## src/rtl/pipeline_hazard_ctrl_pkg.sv

```systemverilog
`default_nettype none
// ============================================================================
// Module      : pipeline_hazard_ctrl_pkg
// Description : Shared constants and types for the pipeline hazard/forwarding
//               controller (forward-select encodings, shadow-pipe entry).
// Revision    : 1.0 - initial release
// ============================================================================
package pipeline_hazard_ctrl_pkg;

    // Register-address width; GR0 is hard-wired zero and never forwarded
    localparam int RW        = 5;
    // Default width of the saturating performance counters
    localparam int CNT_W_DEF = 16;

    // Forwarding-mux select encodings (FPA/FPB)
    localparam logic [1:0] FW_RF  = 2'b00;
    localparam logic [1:0] FW_EX  = 2'b01;
    localparam logic [1:0] FW_MEM = 2'b10;
    localparam logic [1:0] FW_WB  = 2'b11;

    // One shadow-pipe entry: destination register, RF write enable, load flag
    typedef struct packed {
        logic [RW-1:0] rd;
        logic          le;
        logic          l;
    } shadow_t;

endpackage : pipeline_hazard_ctrl_pkg
`default_nettype wire

```

## src/rtl/pipeline_hazard_ctrl_if.sv

```systemverilog
`default_nettype none
// ============================================================================
// Module      : pipeline_hazard_ctrl_if
// Description : ID-stage operand info, branch resolve and hazard-control
//               outputs exchanged between the datapath and the controller.
// Revision    : 1.0 - initial release
// ============================================================================
interface pipeline_hazard_ctrl_if
    import pipeline_hazard_ctrl_pkg::*;
#(
    parameter int CNT_W = CNT_W_DEF
) ();

    logic [RW-1:0]    id_ra;
    logic [RW-1:0]    id_rb;
    logic             id_use_a;
    logic             id_use_b;
    logic [RW-1:0]    id_rd;
    logic             id_rf_le;
    logic             id_l;
    logic             ex_j;
    logic [1:0]       a_s;
    logic [1:0]       b_s;
    logic             le;
    logic             nop_s;
    logic             flush;
    logic [CNT_W-1:0] stall_cnt;
    logic [CNT_W-1:0] sqsh_cnt;

    // Datapath side: supplies ID/EX information, consumes control
    modport master (
        output id_ra, id_rb, id_use_a, id_use_b, id_rd, id_rf_le, id_l, ex_j,
        input  a_s, b_s, le, nop_s, flush, stall_cnt, sqsh_cnt
    );

    // Controller side
    modport slave (
        input  id_ra, id_rb, id_use_a, id_use_b, id_rd, id_rf_le, id_l, ex_j,
        output a_s, b_s, le, nop_s, flush, stall_cnt, sqsh_cnt
    );

endinterface : pipeline_hazard_ctrl_if
`default_nettype wire

```

## src/rtl/pipeline_hazard_ctrl_fwd_select.sv

```systemverilog
`default_nettype none
// ============================================================================
// Module      : pipeline_hazard_ctrl_fwd_select
// Description : Priority comparator choosing the forwarding source for one
//               ID operand from the EX/MEM/WB shadow entries.
// Revision    : 1.0 - initial release
// ============================================================================
module pipeline_hazard_ctrl_fwd_select
    import pipeline_hazard_ctrl_pkg::*;
(
    input  logic          i_use,
    input  logic [RW-1:0] i_src,
    input  shadow_t       i_ex,
    input  shadow_t       i_mem,
    input  shadow_t       i_wb,
    output logic [1:0]    o_sel
);

    // Youngest matching writer wins; GR0 reads always come from the RF
    always_comb begin
        o_sel = FW_RF;
        if (i_use && (i_src != '0)) begin
            if (i_ex.le && (i_ex.rd == i_src)) begin
                o_sel = FW_EX;
            end else if (i_mem.le && (i_mem.rd == i_src)) begin
                o_sel = FW_MEM;
            end else if (i_wb.le && (i_wb.rd == i_src)) begin
                o_sel = FW_WB;
            end
        end
    end

endmodule : pipeline_hazard_ctrl_fwd_select
`default_nettype wire

```

## src/rtl/pipeline_hazard_ctrl.sv

```systemverilog
`default_nettype none
// ============================================================================
// Module      : pipeline_hazard_ctrl
// Description : Hazard and forwarding controller for the five-stage pipeline:
//               shadow EX/MEM/WB pipe, operand forwarding selects, load-use
//               stall, post-branch fetch squash and saturating counters.
// Revision    : 1.0 - initial release
// ============================================================================
module pipeline_hazard_ctrl
    import pipeline_hazard_ctrl_pkg::*;
#(
    parameter int CNT_W = CNT_W_DEF
)
(
    input  logic                  i_clk,
    input  logic                  i_rst_n,
    pipeline_hazard_ctrl_if.slave bus
);

    localparam logic [CNT_W-1:0] c_cnt_one = CNT_W'(1);
    localparam logic [CNT_W-1:0] c_cnt_max = '1;

    shadow_t          r_ex;
    shadow_t          r_mem;
    shadow_t          r_wb;
    logic             r_sqsh;
    logic [CNT_W-1:0] r_stall_cnt;
    logic [CNT_W-1:0] r_sqsh_cnt;

    logic             w_id_valid;
    logic             w_use_a;
    logic             w_use_b;
    logic             w_ld_hit;
    logic             w_stall;
    shadow_t          w_id_entry;

    // A squashed fetch in ID is invisible: it reads nothing and writes nothing
    assign w_id_valid = ~r_sqsh;
    assign w_use_a    = w_id_valid & bus.id_use_a;
    assign w_use_b    = w_id_valid & bus.id_use_b;
    assign w_id_entry = '{rd: bus.id_rd, le: bus.id_rf_le, l: bus.id_l};

    // Load in EX whose result an ID source needs cannot be forwarded yet
    assign w_ld_hit = r_ex.l && r_ex.le && (r_ex.rd != '0) &&
                      ((w_use_a && (bus.id_ra == r_ex.rd)) ||
                       (w_use_b && (bus.id_rb == r_ex.rd)));
    // A taken branch overrides the stall (defensive; cannot coexist with a load)
    assign w_stall  = w_ld_hit && !bus.ex_j;

    assign bus.le        = ~w_stall;
    assign bus.nop_s     = w_stall;
    assign bus.flush     = bus.ex_j & i_rst_n;
    assign bus.stall_cnt = r_stall_cnt;
    assign bus.sqsh_cnt  = r_sqsh_cnt;

    pipeline_hazard_ctrl_fwd_select u_fwd_a (
        .i_use (w_use_a),
        .i_src (bus.id_ra),
        .i_ex  (r_ex),
        .i_mem (r_mem),
        .i_wb  (r_wb),
        .o_sel (bus.a_s)
    );

    pipeline_hazard_ctrl_fwd_select u_fwd_b (
        .i_use (w_use_b),
        .i_src (bus.id_rb),
        .i_ex  (r_ex),
        .i_mem (r_mem),
        .i_wb  (r_wb),
        .o_sel (bus.b_s)
    );

    // Shadow pipe advances every edge; EX takes a bubble on stall or squash
    always_ff @(posedge i_clk or negedge i_rst_n) begin
        if (!i_rst_n) begin
            r_ex   <= '0;
            r_mem  <= '0;
            r_wb   <= '0;
            r_sqsh <= 1'b0;
        end else begin
            r_wb   <= r_mem;
            r_mem  <= r_ex;
            r_ex   <= (w_stall || r_sqsh) ? shadow_t'('0) : w_id_entry;
            r_sqsh <= bus.ex_j;
        end
    end

    // Saturating stall / squash performance counters
    always_ff @(posedge i_clk or negedge i_rst_n) begin
        if (!i_rst_n) begin
            r_stall_cnt <= '0;
            r_sqsh_cnt  <= '0;
        end else begin
            if (w_stall && (r_stall_cnt != c_cnt_max)) begin
                r_stall_cnt <= r_stall_cnt + c_cnt_one;
            end
            if (bus.ex_j && (r_sqsh_cnt != c_cnt_max)) begin
                r_sqsh_cnt <= r_sqsh_cnt + c_cnt_one;
            end
        end
    end

endmodule : pipeline_hazard_ctrl
`default_nettype wire

```

## src/flat_wrapper.sv

```systemverilog
// flat-port wrapper written by rule: the top's interface ports become plain ports
module pipeline_hazard_ctrl_flat import pipeline_hazard_ctrl_pkg::*;
#(
    parameter int CNT_W = CNT_W_DEF
)
  (i_clk, i_rst_n, bus_id_ra, bus_id_rb, bus_id_use_a, bus_id_use_b, bus_id_rd, bus_id_rf_le, bus_id_l, bus_ex_j, bus_a_s, bus_b_s, bus_le, bus_nop_s, bus_flush, bus_stall_cnt, bus_sqsh_cnt);
  pipeline_hazard_ctrl_if #(.CNT_W(CNT_W)) bus_i ();
  input  logic i_clk;
  input  logic i_rst_n;
  input wire logic [$bits(bus_i.id_ra)-1:0] bus_id_ra;
  input wire logic [$bits(bus_i.id_rb)-1:0] bus_id_rb;
  input wire logic [$bits(bus_i.id_use_a)-1:0] bus_id_use_a;
  input wire logic [$bits(bus_i.id_use_b)-1:0] bus_id_use_b;
  input wire logic [$bits(bus_i.id_rd)-1:0] bus_id_rd;
  input wire logic [$bits(bus_i.id_rf_le)-1:0] bus_id_rf_le;
  input wire logic [$bits(bus_i.id_l)-1:0] bus_id_l;
  input wire logic [$bits(bus_i.ex_j)-1:0] bus_ex_j;
  output wire logic [$bits(bus_i.a_s)-1:0] bus_a_s;
  output wire logic [$bits(bus_i.b_s)-1:0] bus_b_s;
  output wire logic [$bits(bus_i.le)-1:0] bus_le;
  output wire logic [$bits(bus_i.nop_s)-1:0] bus_nop_s;
  output wire logic [$bits(bus_i.flush)-1:0] bus_flush;
  output wire logic [$bits(bus_i.stall_cnt)-1:0] bus_stall_cnt;
  output wire logic [$bits(bus_i.sqsh_cnt)-1:0] bus_sqsh_cnt;
  assign bus_i.id_ra = bus_id_ra;
  assign bus_i.id_rb = bus_id_rb;
  assign bus_i.id_use_a = bus_id_use_a;
  assign bus_i.id_use_b = bus_id_use_b;
  assign bus_i.id_rd = bus_id_rd;
  assign bus_i.id_rf_le = bus_id_rf_le;
  assign bus_i.id_l = bus_id_l;
  assign bus_i.ex_j = bus_ex_j;
  assign bus_a_s = bus_i.a_s;
  assign bus_b_s = bus_i.b_s;
  assign bus_le = bus_i.le;
  assign bus_nop_s = bus_i.nop_s;
  assign bus_flush = bus_i.flush;
  assign bus_stall_cnt = bus_i.stall_cnt;
  assign bus_sqsh_cnt = bus_i.sqsh_cnt;
  pipeline_hazard_ctrl #(.CNT_W(CNT_W)) u_core (.i_clk(i_clk), .i_rst_n(i_rst_n), .bus(bus_i));
endmodule
```

## config.mk

```make
export PLATFORM = sky130hd
export DESIGN_NAME = pipeline_hazard_ctrl_flat
export DESIGN_NICKNAME = d
export VERILOG_FILES = /design/src/rtl/pipeline_hazard_ctrl_pkg.sv /design/src/rtl/pipeline_hazard_ctrl_if.sv /design/src/rtl/pipeline_hazard_ctrl_fwd_select.sv /design/src/rtl/pipeline_hazard_ctrl.sv /design/src/flat_wrapper.sv
export SDC_FILE = /design/constraint.sdc
export NUM_CORES = 1
export LEC_CHECK = 0
export BUFFER_PORTS_ARGS = -buffer_cell sky130_fd_sc_hd__buf_2
export CORE_UTILIZATION = 49
export DETAILED_ROUTE_END_ITERATION = 10
export GPL_TIMING_DRIVEN = 0
export PLACE_DENSITY = 0.81
export SYNTH_ARGS = -nofsm -noshare
export SYNTH_HDL_FRONTEND = slang
export SYNTH_HIERARCHICAL = 1
export SYNTH_SLANG_ARGS = --single-unit
export TNS_END_PERCENT = 30
```

## constraint.sdc

```tcl
create_clock -name i_clk -period 1.75 [get_ports i_clk]
set_input_delay 0.35 -clock i_clk [delete_from_list [all_inputs] [get_ports i_clk]]
set_output_delay 0.35 -clock i_clk [all_outputs]
set_load 0.05 [all_outputs]
```

### Word-level counts from Yosys, hierarchy flattened

Cells that the tools add are included.
Widths: inputs -> output; s select.

* add/subtract/negate cells: 2
* multiply operators: 0
* divide/modulo/power cells: 0
* magnitude comparators: 0
* equal/unequal tests: 10
* shift operators: 0
* muxes and demuxes: 9
* bitwise gates (word level): 5
* reductions and logical operators: 22

Operator list (count)
* $eq 5x5->1: 8
* $add 16x1->16 const B: 2
* $ne 16x16->1 const B: 2
* $logic_and 1x1->1: 16
* $mux 2: 8
* $reduce_bool 5->1: 3
* $mux 7: 1
* $and 1x1->1: 3
* $logic_or 1x1->1: 2
* $not 1->1: 2
* $logic_not 1->1: 1

* register bits after elaboration: 52
* bits in latches: 0
* bits in writable memories: 0
* bits in read-only memories: 0
* bits of input ports: 22
* output and inout port bits: 39
* logic and storage cells: 58
* memories: 0

### Logic depth before layout (Yosys ltp)

Gate-level depths: netlist of run 1.

* depth after elaboration: 8
* mapped depth: 7
* depth with buffers taken out: 6

### Cells and area by module

Netlist of run 1, hierarchy kept.

Modules (own cells, without submodules)
* pipeline_hazard_ctrl: instances 1, cells an instance 184, area an instance 2287.2 um2, sequential area each 1351.3 um2
* pipeline_hazard_ctrl_fwd_select: instances 2, cells an instance 27, area an instance 211.5 um2, sequential area each 0.0 um2

### Worst setup path before layout of run 1

No wires, ideal clock.

* path kind: reg2out
* from: reg u_core/r_ex[5] in the netlist's numbering
* to: out bus_le
* arrival: 2.078 ns
* data required time: 1.400 ns
* path slack: -0.678 ns
* stages on the path, launching flop included: 6
* buffers on the path: 0
* path through: dfrtp_1 -> xor2_1 -> nor4_1 -> nand3_1 -> a21boi_2 -> inv_1

* cells in the longest elaborated chain, start to end: 6
* elaborated cells between the ends (all ways): 10
* those cells by class: eq/ne: 2; bitwise: 1; reduce/logical: 7

RTL lines
* start: declaration: RTL line pipeline_hazard_ctrl.sv:23 `shadow_t r_ex;`
* start signal: assignment: RTL line pipeline_hazard_ctrl.sv:84 `r_ex <= (w_stall || r_sqsh) ? shadow_t'('0) : w_id_entry;`
* $eq 5x5->1 (on tied branches): RTL line pipeline_hazard_ctrl.sv:45, pipeline_hazard_ctrl.sv:46
* $logic_and 1x1->1 (on tied branches): RTL line pipeline_hazard_ctrl.sv:45, pipeline_hazard_ctrl.sv:46
* $logic_or 1x1->1: RTL line pipeline_hazard_ctrl.sv:45 `((w_use_a && (bus.id_ra == r_ex.rd)) ||`
* $logic_and 1x1->1 (*): RTL line pipeline_hazard_ctrl.sv:44 `assign w_ld_hit = r_ex.l && r_ex.le && (r_ex.rd != '0) &&`
* $logic_and 1x1->1 (*): RTL line pipeline_hazard_ctrl.sv:48 `assign w_stall = w_ld_hit && !bus.ex_j;`
* net bus_nop_s: RTL line flat_wrapper.sv:21 `output wire logic [$bits(bus_i.nop_s)-1:0] bus_nop_s;`
* $not 1->1 (*): RTL line pipeline_hazard_ctrl.sv:50 `assign bus.le = ~w_stall;`
* end: declaration: RTL line flat_wrapper.sv:20 `output wire logic [$bits(bus_i.le)-1:0] bus_le;`

The timed path passes the listed nets; every way through them passes the cells marked *.

### Worst setup path in the final report of run 1

* from: reg u_core/r_ex[4] in the netlist's numbering
* to: out bus_le

* cells in the longest elaborated chain, start to end: 6
* elaborated cells between the ends (all ways): 10
* those cells by class: eq/ne: 2; bitwise: 1; reduce/logical: 7

RTL lines (RTL line)
* $eq 5x5->1 (on tied branches): pipeline_hazard_ctrl.sv:45, pipeline_hazard_ctrl.sv:46
* $logic_and 1x1->1 (on tied branches): pipeline_hazard_ctrl.sv:45, pipeline_hazard_ctrl.sv:46
* $logic_or 1x1->1: pipeline_hazard_ctrl.sv:45
* $logic_and 1x1->1 (*): pipeline_hazard_ctrl.sv:44
* $logic_and 1x1->1 (*): pipeline_hazard_ctrl.sv:48
* $not 1->1 (*): pipeline_hazard_ctrl.sv:50

Mark *: on every way between the ends. The rest lies on a longest branch, timed or not.

==> flow_metrics.env, run 1 <==
export IMPL_row_count=26
export IMPL_vias=2081
export IMPL_crit_family="simple AND/OR/NAND/NOR gates"
export IMPL_htreeDepth=2
export IMPL_crit_path_end_kind="primary output"
export IMPL_worst_slack_ns=-0.521
export IMPL_p_per_area_nw_per_um2=898
export IMPL_grt_setup_unrepaired="yes"
export IMPL_clk_latency_ns=0.30
export IMPL_m1WireLength_um=2600
export IMPL_first_pass_iters=4
export IMPL_met2_wirelength_um=2680
export IMPL_antenna_found_initial=0
export IMPL_crit_slowest_cell="or4_1"
export IMPL_min_path_type="in -> async"
export IMPL_dp_hpwl_um=3940
export IMPL_cts_sinks=52
export IMPL_diodes=0
export IMPL_tightest_slew_ns=0.452
export IMPL_crit_path_start_kind="flip-flop"
export IMPL_syn_inst=236
export IMPL_cap_viol_max_count=0
export IMPL_grt_pass1_wl_um=8790
export IMPL_antenna_left=0
export IMPL_period_share_pct=130
export IMPL_violations="hold timing, setup timing"
export IMPL_finalNonFillerCells=394
export IMPL_setup_viol_count_final=36
export IMPL_syn_nets=260
export IMPL_synthToLayoutAreaGrowth_pct=32.7
export IMPL_worst_slew_margin_rel_pct=69.8
export IMPL_max_clock_path_buffers=2
export IMPL_routed_via_density=5.28
export IMPL_max_freq_ghz=0.440
export IMPL_drive_gt1_share_pct=39.5
export IMPL_fin_tns_setup_ns=-8.67
export IMPL_clk_pin_slew_worst_paths_ns=0.10
export IMPL_routed_wl_met3_um=350
export IMPL_ios=61
export IMPL_drc=0
export IMPL_slowest_delay_ns=0.50
export IMPL_holdWs_ns=-0.0272
export IMPL_start_util_pct=51.4
export IMPL_finalMaxSlewViolations=0
export IMPL_outcome="complete, but fails checks"
export IMPL_cts_tree="built"
export IMPL_fp_dieW_um=75.7
export IMPL_root_buffer="clkbuf_8"
export IMPL_worst_path_buf_inv=2
export IMPL_avgSynthCellArea_sq_um=11.3
export IMPL_rr_startpoint="u_core/r_ex[2]$_DFF_PN0_"
export IMPL_gr_total_overflow=0
export IMPL_drt_iter0_markers=103
export IMPL_place_congestion=0.832
export IMPL_placed_cells=366
export IMPL_port_buffer_count=60
export IMPL_grt_usage_pct=21.1
export IMPL_critical_path_depth=5
export IMPL_rrSetupSlack_ns=-0.32
export IMPL_rr_worst_depth=8
export IMPL_reg2reg_to="u_core/bus.stall_cnt[1]$_DFFE_PN0P_"
export IMPL_min_period_ns=2.27
export IMPL_ir_drop_uv=912
export IMPL_critPathMaxFanout=6
export IMPL_die_area_sq_um=5730
export IMPL_fin_nets=347
export IMPL_required_ns=1.40
export IMPL_dpl_instance_area_sq_um=3090
export IMPL_grt_pass1_vias=1933
export IMPL_hold_viol_final=49
export IMPL_core_area_sq_um=5170
export IMPL_finalClockSkew_ns=0.00770
export IMPL_crit_chain="or4_1, o2111a_1, a21boi_4, inv_2, buf_8"
export IMPL_wirelength_um=5700
export IMPL_numCtsBuffers=5
export IMPL_ys_warn_count=6
export IMPL_worstSetupPathType="reg -> out"
export IMPL_leakage_nw=1.65
export IMPL_design_area_sq_um=3530
export IMPL_die_height_um=75.7
export IMPL_arrival_ns=1.92
export IMPL_grt_max_degree=54
export IMPL_synthesis_area_sq_um=2660
export IMPL_wl_per_cell_um=14.5
export IMPL_top_layer="met4"
## per-stage QoR
step           setup slack, ns  power, mW  utilization (%)  hold slack [ns]
2_1_floorplan           -0.442       1.98                -           0.0544
3_3_place_gp            -0.387       2.18             59.7            0.417
3_5_place_dp            -0.382       2.20             59.7            0.422
4_1_cts                 -0.553       3.18             65.1           0.0903
5_1_grt                 -0.657       3.32             68.3         -0.00911
6_report                -0.521       3.17             68.3          -0.0272
## registers in the layout, summed over array words and instances, names as in the netlist
signal                flops
u_core/bus.sqsh_cnt      16
u_core/bus.stall_cnt     16
u_core/r_ex               7
u_core/r_mem              6
u_core/r_sqsh             1
u_core/r_wb               6
## cell type report
type / instances / area [sq um]
fill: 394 / 1640
multi-input combinational: 176 / 1430
sequential: 52 / 1310
timing repair buffer: 80 / 515
tap: 70 / 87.6
clock buffer: 5 / 68.8
clock inverter: 3 / 68.8
buffer: 3 / 27.5
inverter: 5 / 18.8
## report_power, final
part | total [mW] | leakage, nW | internal (mW) | switching (mW)
clock | 0.965 | 0.0687 | 0.575 | 0.389
sequential | 1.42 | 0.681 | 1.31 | 0.110
combinational | 0.787 | 0.898 | 0.247 | 0.540
total | 3.17 | 1.65 | 2.13 | 1.04
## how the worst max path moves through the flow
stage | end | startpoint | slack, ns
finish | bus_le | u_core/r_ex[4]$_DFF_PN0_ | -0.52
global placement | bus_nop_s | bus_id_rb[3] | -0.39
CTS | bus_le | u_core/r_ex[4]$_DFF_PN0_ | -0.55
floorplan | bus_le | u_core/r_ex[4]$_DFF_PN0_ | -0.44
detailed placement | bus_le | u_core/r_ex[3]$_DFF_PN0_ | -0.38
global route | bus_le | u_core/r_ex[5]$_DFF_PN0_ | -0.66
## worst register-to-register path, delay by kind of cell, from the launching register on
kind	cells	cell delay [ns]
AO/OA/AOI/OAI	2	0.38
XOR/XNOR	1	0.15
AND/OR/NAND/NOR	1	0.20
multiplexers	1	0.31
buffers and inverters	3	0.49
flip-flops	1	0.44
## placed cells by master (no fill, tap or decap), types with 3 or more instances in the layout
cell	instances
inv_1	4
nor2_1	4
clkbuf_8	5
buf_2	54
nand3_1	14
dfrtp_2	8
buf_6	8
a31oi_1	3
or4_1	3
buf_4	17
nand2_1	12
and4_1	4
mux2_2	3
xnor2_1	33
buf_8	3
and2_1	10
dfrtp_1	44
nor2_4	4
nor2b_1	3
nor4_1	5
and3_1	6
xor2_1	32
nand4_1	10
## per-layer routing
metal	vias up	GRT usage (%)
li1	999	-
met1	1013	28.6
met2	61	32.2
met3	8	6.35
met4	0	8.02
met5	-	0
## timing repair
item,4_1_cts,5_1_grt
pin swaps,16,18
endpoints found under the setup margin,38,40
hold buffers,0,1
gates resized for setup,25,15
gates cloned,0,1
setup buffers,7,11
hold endpoints to repair,0,3
(Power assumes the default switching activity.)
==> run 2: changes to the inputs <==
CORE_UTILIZATION = 25   (was 49)
PLACE_DENSITY = 0.49   (was 0.81)
SYNTH_HIERARCHICAL = default   (was 1)
==> run 2 against run 1 <==
The run still ends with hold timing, setup timing left. Core utilization down 33 points. Non-clock buffer count grew 1. Die area grew 100%.
==> flow_metrics.env, run 2 <==
export IMPL_outcome="complete, but fails checks"
export IMPL_violations="hold timing, setup timing"
export IMPL_rr_startpoint="u_core.r_ex[5]$_DFF_PN0_"
export IMPL_avgSynthCellArea_sq_um=11.5
export IMPL_worst_slack_ns=-0.532
export IMPL_leakage_nw=1.72
export IMPL_numCtsBuffers=5
export IMPL_ir_drop_uv=806
export IMPL_place_congestion=0.761
export IMPL_max_freq_ghz=0.438
export IMPL_max_clock_path_buffers=2
export IMPL_ios=61
export IMPL_clk_pin_slew_worst_paths_ns=0.10
export IMPL_pre_cts_ws_ns=-0.654
export IMPL_drive_gt1_share_pct=49.4
export IMPL_vias=2119
export IMPL_rr_worst_depth=8
export IMPL_required_ns=1.40
export IMPL_layout_common_cells="buf_2 (53), xor2_1 (40), dfrtp_1 (38)"
export IMPL_min_path_type="in -> async"
export IMPL_die_height_um=107
export IMPL_wirelength_um=6810
export IMPL_top_usage_layer="met2"
export IMPL_synthFlopType="dfrtp_1"
export IMPL_async_flop_share_pct=100
export IMPL_fin_tns_setup_ns=-9.68
export IMPL_drt_iter0_markers=67
export IMPL_critPathMaxFanout=4
export IMPL_crit_path_end_kind="primary output"
export IMPL_root_buffer="clkbuf_8"
export IMPL_grt_pass1_vias=2155
export IMPL_wl_per_cell_um=14.5
export IMPL_finalMaxSlewViolations=0
export IMPL_clk_latency_ns=0.31
export IMPL_die_area_sq_um=11500
export IMPL_antenna_left=0
export IMPL_cts_sinks=52
export IMPL_routed_via_density=4.51
export IMPL_worst_slew_margin_rel_pct=65.5
export IMPL_synthesis_area_sq_um=2770
export IMPL_holdWs_ns=-0.0590
export IMPL_rrSetupSlack_ns=-0.41
export IMPL_grt_max_degree=46
export IMPL_grt_pass1_wl_um=10900
export IMPL_synthToLayoutAreaGrowth_pct=39.3
export IMPL_synth_edff_count=0
export IMPL_gr_total_overflow=0
export IMPL_ys_ff_latch=52
export IMPL_antenna_found_initial=0
export IMPL_finalClockSkew_ns=0.00491
export IMPL_fin_nets=353
export IMPL_drc=0
export IMPL_worstSetupPathType="reg -> out"
export IMPL_setup_viol_count_final=29
export IMPL_arrival_ns=1.93
export IMPL_crit_path_start_kind="flip-flop"
export IMPL_cts_tree="built"
export IMPL_cap_viol_max_count=0
export IMPL_htreeDepth=2
export IMPL_hold_viol_final=43
export IMPL_yosysMostFrequentCell="dfrtp_1"
export IMPL_holdBufCountCts=1
export IMPL_synth_cell_types=39
export IMPL_min_period_ns=2.28
export IMPL_diodes=0
export IMPL_grt_usage_pct=12.3
export IMPL_fp_dieW_um=107
export IMPL_syn_nets=266
export IMPL_ys_warn_count=0
export IMPL_first_pass_iters=4
export IMPL_grtUsageMet2_pct=21.7
export IMPL_dp_hpwl_um=4730
export IMPL_synthTopCellsByArea="dfrtp_1 (47%), xor2_1 (14%), xnor2_1 (4.4%), a2111oi_2 (3.8%), a211oi_2 (3.6%)"
export IMPL_core_area_sq_um=10800
export IMPL_yosysTopAreaCell="dfrtp_1"
export IMPL_grt_setup_unrepaired="yes"
export IMPL_synth_top_area_share_pct=46.9
export IMPL_ys_top_cells_by_count="dfrtp_1 (52), xor2_1 (44), nand2_1 (18)"
export IMPL_ys_seq_area_share_pct=46.9
export IMPL_grt_use_met3_pct=2.48
export IMPL_reg2reg_to="u_core.bus.stall_cnt[11]$_DFFE_PN0P_"
export IMPL_final_common_cell="buf_2"
export IMPL_tightest_slew_ns=0.518
export IMPL_port_buffer_count=60
export IMPL_p_per_area_nw_per_um2=778
export IMPL_row_count=38
export IMPL_syn_inst=242
export IMPL_grt_use_met1_pct=15.2
export IMPL_period_share_pct=130
export IMPL_start_util_pct=25.6
-- run 2: how the worst max path moves through the flow --
stage	to	slack (ns)	cells past startpoint	start
final	bus_nop_s	-0.53	5	u_core.r_ex[5]$_DFF_PN0_
after global routing	bus_nop_s	-0.63	5	u_core.r_ex[5]$_DFF_PN0_
after CTS	bus_nop_s	-0.57	5	u_core.r_ex[6]$_DFF_PN0_
after detailed placement	bus_nop_s	-0.65	8	bus_id_ra[2]
after global placement	bus_nop_s	-0.63	8	bus_id_ra[2]
after floorplan	bus_nop_s	-0.32	6	u_core.r_ex[4]$_DFF_PN0_
-- run 2: power by group --
part / total (mW) / switching (mW) / internal (mW)
registers: 1.42 / 0.115 / 1.30
logic: 0.726 / 0.492 / 0.234
clock network: 0.864 / 0.432 / 0.432
-- run 2: worst max-delay path, stage by stage (launching register included) --
cell and delay (ns):
dfrtp_1 0.47, or4_4 0.55, o2111ai_4 0.23, a21o_4 0.14, clkinvlp_4 0.08, buf_8 0.15
-- run 2: cell families after synthesis --
logic type,count (synthesis),share of synthesized area (%)
xor gates and xnor gates,58,18.3
DFF,52,46.9
adders and majority gates,2,0.902
muxes,3,1.35
and+or+nand+nor,87,18.1
buffers and inverters,10,2.12
AOI/OAI and AO/OA,30,12.3
-- run 2: layout make-up --
cell class	instances	area, sq um
fill	1111	6980
clock buffer	5	68.8
timing repair buffer	80	526
tap	140	175
clock inverter	3	46.3
buffer	4	53.8
inverter	6	26.3
sequential	52	1320
multi-input combinational	180	1650
-- run 2: timing repair --
action	in CTS	in global routing
pin swaps	11	14
resized for setup	36	20
endpoints found under the setup margin	33	36
endpoints found under the hold margin	9	43
setup buffers	12	8
gates cloned	0	1
-- run 2: metal layers --
metal / share of wire [%] / wire length, um / up-vias
li1: - / - / 1025
met1: 44 / 2980 / 1051
met2: 51 / 3490 / 38
met3: 3.9 / 268 / 5
met4: 1.1 / 76 / 0
met5: 0 / 0 / -
-- run 2: per-stage QoR --
| stage | cells | cell area, sq um | hold slack, ns | power (mW) | utilization [%] |
|---|---|---|---|---|---|
| after detailed placement | 442 | 3340 | 0.408 | 2.10 | 30.8 |
| after global placement | 442 | 3340 | 0.409 | 2.09 | 30.8 |
| after CTS | 463 | 3700 | -0.0334 | 3.03 | 34.2 |
| after floorplan | 242 | 2860 | 0.0544 | 1.89 | - |
| final | 470 | 3860 | -0.0590 | 3.01 | 35.6 |
| after global routing | 470 | 3860 | -0.0351 | 3.17 | 35.6 |
